`src/rtl/reg_write_queue.sv`:
```
// Circular write-request buffer in front of the register file FF array.
// Drains one entry per cycle and offers a youngest-match read bypass.
module reg_write_queue #(
  parameter int unsigned WIDTH  = 32,
  parameter int unsigned ADDR_W = 5,
  parameter int unsigned DEPTH  = 4
) (
  input  logic                     clk,
  input  logic                     reset,
  input  logic                     in_valid,
  output logic                     in_ready,
  input  logic [ADDR_W-1:0]        in_addr,
  input  logic [WIDTH-1:0]         in_data,
  input  logic                     rf_busy,
  output logic                     wr_en,
  output logic [ADDR_W-1:0]        wr_addr,
  output logic [WIDTH-1:0]         wr_data,
  input  logic [ADDR_W-1:0]        rd_addr,
  output logic                     rd_hit,
  output logic [WIDTH-1:0]         rd_data,
  output logic [$clog2(DEPTH):0]   count
);

  localparam int unsigned PTR_W = $clog2(DEPTH);
  localparam int unsigned CNT_W = PTR_W + 1;

  logic [ADDR_W-1:0] addr_q [DEPTH];
  logic [WIDTH-1:0]  data_q [DEPTH];
  logic [PTR_W-1:0]  head_q, head_d;
  logic [PTR_W-1:0]  tail_q, tail_d;
  logic [CNT_W-1:0]  count_q, count_d;
  logic              push, pop;
  logic [PTR_W-1:0]  idx;

  // Handshake and drain; reset gates everything so outputs are 0 during reset.
  always_comb begin
    in_ready = reset & (count_q < CNT_W'(DEPTH));
    // Writes to register 0 complete the handshake but are dropped.
    push     = in_valid & in_ready & (in_addr != '0);
    wr_en    = reset & (count_q != '0) & ~rf_busy;
    pop      = wr_en;
    wr_addr  = '0;
    wr_data  = '0;
    if (reset && (count_q != '0)) begin
      wr_addr = addr_q[head_q];
      wr_data = data_q[head_q];
    end
  end

  always_comb begin
    head_d  = head_q;
    tail_d  = tail_q;
    count_d = count_q;
    if (pop) begin
      head_d = head_q + PTR_W'(1);
    end
    if (push) begin
      tail_d = tail_q + PTR_W'(1);
    end
    unique case ({push, pop})
      2'b10:   count_d = count_q + CNT_W'(1);
      2'b01:   count_d = count_q - CNT_W'(1);
      default: count_d = count_q;
    endcase
  end

  // Scan oldest to youngest so the last match wins.
  always_comb begin
    rd_hit  = 1'b0;
    rd_data = '0;
    idx     = '0;
    for (int unsigned i = 0; i < DEPTH; i++) begin
      idx = head_q + PTR_W'(i);
      if (reset && (CNT_W'(i) < count_q) && (rd_addr != '0) && (addr_q[idx] == rd_addr)) begin
        rd_hit  = 1'b1;
        rd_data = data_q[idx];
      end
    end
  end

  always_ff @(posedge clk or negedge reset) begin
    if (!reset) begin
      head_q  <= '0;
      tail_q  <= '0;
      count_q <= '0;
      for (int unsigned i = 0; i < DEPTH; i++) begin
        addr_q[i] <= '0;
        data_q[i] <= '0;
      end
    end else begin
      head_q  <= head_d;
      tail_q  <= tail_d;
      count_q <= count_d;
      if (push) begin
        addr_q[tail_q] <= in_addr;
        data_q[tail_q] <= in_data;
      end
    end
  end

  assign count = count_q;

endmodule

```
`config.mk`:
```
export PLATFORM = sky130hd
export DESIGN_NAME = reg_write_queue
export DESIGN_NICKNAME = d
export VERILOG_FILES = /design/src/rtl/reg_write_queue.sv
export SDC_FILE = /design/constraint.sdc
export NUM_CORES = 1
export LEC_CHECK = 0
export BUFFER_PORTS_ARGS = -buffer_cell sky130_fd_sc_hd__buf_2
export CORE_MARGIN = 10
export CORE_UTILIZATION = 60
export CTS_BUF_LIST = sky130_fd_sc_hd__clkbuf_4
export DETAILED_ROUTE_END_ITERATION = 7
export HOLD_SLACK_MARGIN = 0.15
export PLACE_DENSITY = 0.92
export SLEW_MARGIN = 15
export SYNTH_ARGS = -nofsm -noshare
export SYNTH_HDL_FRONTEND = slang
export SYNTH_SLANG_ARGS = --single-unit
```
`constraint.sdc`:
```
create_clock -name clk -period 5 [get_ports clk]
set_clock_uncertainty 0.15 [all_clocks]
set_input_delay 0.75 -clock clk [delete_from_list [all_inputs] [get_ports clk]]
set_output_delay 0.75 -clock clk [all_outputs]
set_load 0.02 [all_outputs]
```
==> metrics list <==
- WP data required: just over 4 ns
* Share of the synthesized netlist area taken by xor and xnor gates: around 2.5%
- Leaving out fill and tap cells, the most frequent cell in the layout is mux2_2.
* Net switching power: 3655 uW
- After detailed routing, the number of remaining DRC violations is 0.
* Total vias in the final route: 9207
- Initial DRC Count: 1091
* Summed instance area of the synthesized netlist: ~0.011 sq mm
* Max-cap check violation count: 0
* Peak supply drop: 0.0005045 V
- Setup repair after global routing left no endpoint under its margin.
- Number of enable-type register cells in the synthesized netlist: 0
* Crit-path max cell delay: about 0.63 ns
* Post-Synth Adder-Cell Area: 1.029%
- Layout area overhead: 9.273%
* Vias in the first global route: 9071
- The first TritonRoute pass finished after 6 iterations.
* Count of fill cells added during filler insertion: 1334
- Achievable Freq: 0.2088 GHz
* Die outline height: 155.1 microns
- Number of buffers inserted by hold repair at cts: 0
* H-tree depth: 4
* Number of setup violations in the final report: 0
* Worst Hold Class: input port to asynchronous set/reset pin
- Data arrival, critical path: a little under 4 ns
- Via-to-Cell Ratio: 6.530
- The congestion estimate from routability-driven global placement came to between 0.8 and 0.9.
- Average footprint of a synthesized cell: 9.939 sq um
- The slowest stage of the critical path belongs to the cell dfrtp_4.
- Period utilization: between 90% and 100%
* Post-Synthesis Net Count: around 1200
* Worst-skew pair later-pin latency: 0.58 ns
- Sum of overflow across all layers after global routing: 0
* Register-to-register path setup slack: 2.03 ns
- Crit Path Class: flip-flop to output pin
- TritonCTS clock tree: done
- Wire length of the first global-routing pass: about 47 mm
* Final hold violation count: 0
- For this design, the sink count on the clock tree is 155.
* Final instance area: 0.01196 sq mm
- Yosys mapped the design onto 50 distinct sky130hd cell types.
* Fraction of layout cells with a size suffix above 1: 32.32%
* CTS Buf Count: 17
- After synthesis, the largest family of logic cells by area is multiplexers.
* Final core utilization: 66.57%
- The die is roughly 160 microns wide.
* Simple-gate area share of the yosys netlist: 13.82%
- Leaving out fill and tap cells, the most frequent cells in the layout are mux2_2, nor2_1, dfrtp_1.
- Final critical-path required period: 4.790 ns
- Among all flip-flop cells after synthesis, the most frequent one is dfrtp_1.
* CP Cell Sequence: mux4_2 > xnor2_1 > o311a_1 > and2_1 > buf_12 > and3_1 > o21ai_0 > nand4_1 > buf_2
* Leak Pwr: 0.005513 uW
- Clock-pin slew was measured on the worst setup and hold paths at 0.14 ns.
* Sequential-to-total area share from yosys stat: 35.44%
- During synthesis, Yosys emitted a total of 0 warnings.
- Measured against the total synthesized area, the mux share comes to 32.03%.
- Post-DR wirelength/cell: approximately 21 microns
* Compound-gate portion of the synthesized area: 10.64%
- The worst pin sits at a relative slew slack of around a third.
- Routed wire length: 29.11 mm
* Clock Path Buffers: 2
* Flip-flop and latch count after synthesis: 155
- Before CTS, the worst setup slack after placement is 0.6883 ns.
* Number of antenna violations at the first check in global routing: 3
- Number of port buffers: 120
* Part of the power in registers: 31.4%
- Library cell used as clock root buffer: clkbuf_4
* Post-synthesis async set-or-reset flop share: 100.0%
* Die outline area: 0.02404 sq mm
- Starting Density: between 60% and 70%
- Row generation in the floorplan step produced 49 rows.
* Setup crit start kind: flip-flop
- Combinational cells account for between 50% and 60% of the total power.
* Internal power summed over all cells: about 4100 uW
- Number of nets still failing antenna checks after routing: 0
- Sw Ratio: 46.99%
- Number of cells on the worst reg-to-reg path: 9
- Endpoint of the most critical setup path: rd_data[5]
- In the post-route analysis, the smallest setup slack over all paths is approximately 0.21 ns.
* # IOs: about 120
- After detailed placement, the total cell area comes to 0.01165 sq mm.
- The worst setup path is captured at an output pin.
- Pwr dens: 650.5 mW/mm^2
- Run status: finished, final reports clean
- Core area: 0.01796 sq mm
- In the final design database the tool counted between 1000 and 1500 nets.
* Reg-to-reg endpoint: count[2]
* Synth Instances: 1101
- The final number of max-transition violations was 0.
- Global routing used 23.41% of the available tracks across all layers.
* Portion of total power attributed to the clock network: a little under a tenth
- In this run the worst setup path begins at head_q[0].
- Setup_tns: 0 ns
- Once detailed placement completed, the half-perimeter wirelength came to about 18 mm.
- In this run the critical register-to-register path is launched from count[0].
- Entering global routing, the biggest net connects approximately 160 pins.
- Actual slew at the worst max-slew pin: approximately 1.0 ns
- Of all nets on the critical path, the largest fanout is 21.
[synth_stat cells, types with 2 or more instances]
library cell / n / area [sq um]
nand3b_1: 10 / 75.07
and2_1: 8 / 50.05
a22oi_1: 5 / 37.54
o21ai_1: 21 / 105.1
mux4_2: 9 / 202.7
ha_1: 9 / 112.6
nand3_1: 6 / 30.03
o2111a_1: 2 / 22.52
buf_4: 6 / 45.04
xnor2_1: 26 / 227.7
nand2_1: 9 / 33.78
inv_1: 10 / 37.54
and3_1: 26 / 162.7
mux2i_1: 127 / 1271
clkbuf_1: 53 / 198.9
mux2_2: 178 / 2004
buf_6: 4 / 45.04
dfrtp_1: 155 / 3879
a21oi_1: 4 / 20.02
o21ai_0: 71 / 355.3
xor2_1: 5 / 43.79
nor3b_1: 26 / 195.2
a211oi_1: 32 / 240.2
nand4_1: 25 / 156.4
a221oi_2: 3 / 45.04
o211a_1: 6 / 60.06
o211ai_2: 2 / 25.02
nor3_2: 2 / 20.02
buf_2: 32 / 160.2
a31oi_1: 26 / 162.7
nor3_1: 30 / 150.1
nor2_1: 155 / 581.8
[power by group through the flow]
| stage | Sequential [uW] | Clock (uW) | Combinational (uW) |
|---|---|---|---|
| global route | 2530 | 774 | 4980 |
| global placement | 2420 | 0 | 4360 |
| finish | 2440 | 711 | 4620 |
| floorplan | 2250 | 0 | 3600 |
| detailed placement | 2490 | 0 | 4480 |
| CTS | 2460 | 721 | 4510 |
[kinds of logic after synthesis]
kind of cell / after synthesis
XOR/XNOR: 31
AO/OA/AOI/OAI: 180
flip-flops: 155
multiplexers: 315
adder cells (fa/ha/maj): 9
buffers and inverters: 108
AND/OR/NAND/NOR: 303
[area by class of cell]
cell class	count	area (sq um)	share of cell area (%)
well taps	229	286.5	2.396
clock buffers	17	127.6	1.067
diodes	2	5.005	0.04185
clock inverters	15	126.4	1.057
repair buffers	142	867.1	7.251
flip-flops and latches	155	3886	32.50
multi-input cells	838	6614	55.31
inverters	12	45.04	0.3767
[per-stage QoR]
step / cells / hold WS (ns) / power, uW
2_1_floorplan: 1101 / 0.3044 / 5845
4_1_cts: 1406 / 0.2246 / 7696
3_3_place_gp: 1374 / 0.3553 / 6784
3_5_place_dp: 1374 / 0.3654 / 6977
6_report: 1410 / 0.1161 / 7778
5_1_grt: 1409 / 0.2457 / 8285
[registers in the layout, summed over array words and instances, names as in the netlist]
register  count
head_q        2
count         3
addr_q       20
tail_q        2
data_q      128
[worst max-delay path, delay by kind of cell (launching register included)]
family	cells	cell delay (ns)
compound gates	2	0.68
xor+xnor	1	0.15
buf+inv	2	0.41
flops	1	0.63
mux	1	0.60
simple gates	3	0.83
[worst min-delay path by stage]
stage | cells past startpoint | slack, ns | endpoint
global placement | 1 | 0.36 | data_q[56]
detailed placement | 1 | 0.37 | data_q[49]
CTS | 2 | 0.22 | addr_q[7]
global route | 2 | 0.25 | addr_q[7]
finish | 2 | 0.12 | addr_q[7]
floorplan | 0 | 0.30 | addr_q[0]
[layer usage]
layer	track usage, %	vias to the layer above	part of all wire, %
met4	10.39	2	3.3
li1	-	4159	-
met2	38.18	472	48
met5	0	-	0.024
met3	4.659	92	8.4
met1	29.43	4482	40
[repair_timing]
item                       CTS  global route
setup buffers                0             1
setup endpoints to repair    0            30
resized for setup            0             1
(Power assumes the default switching activity.)
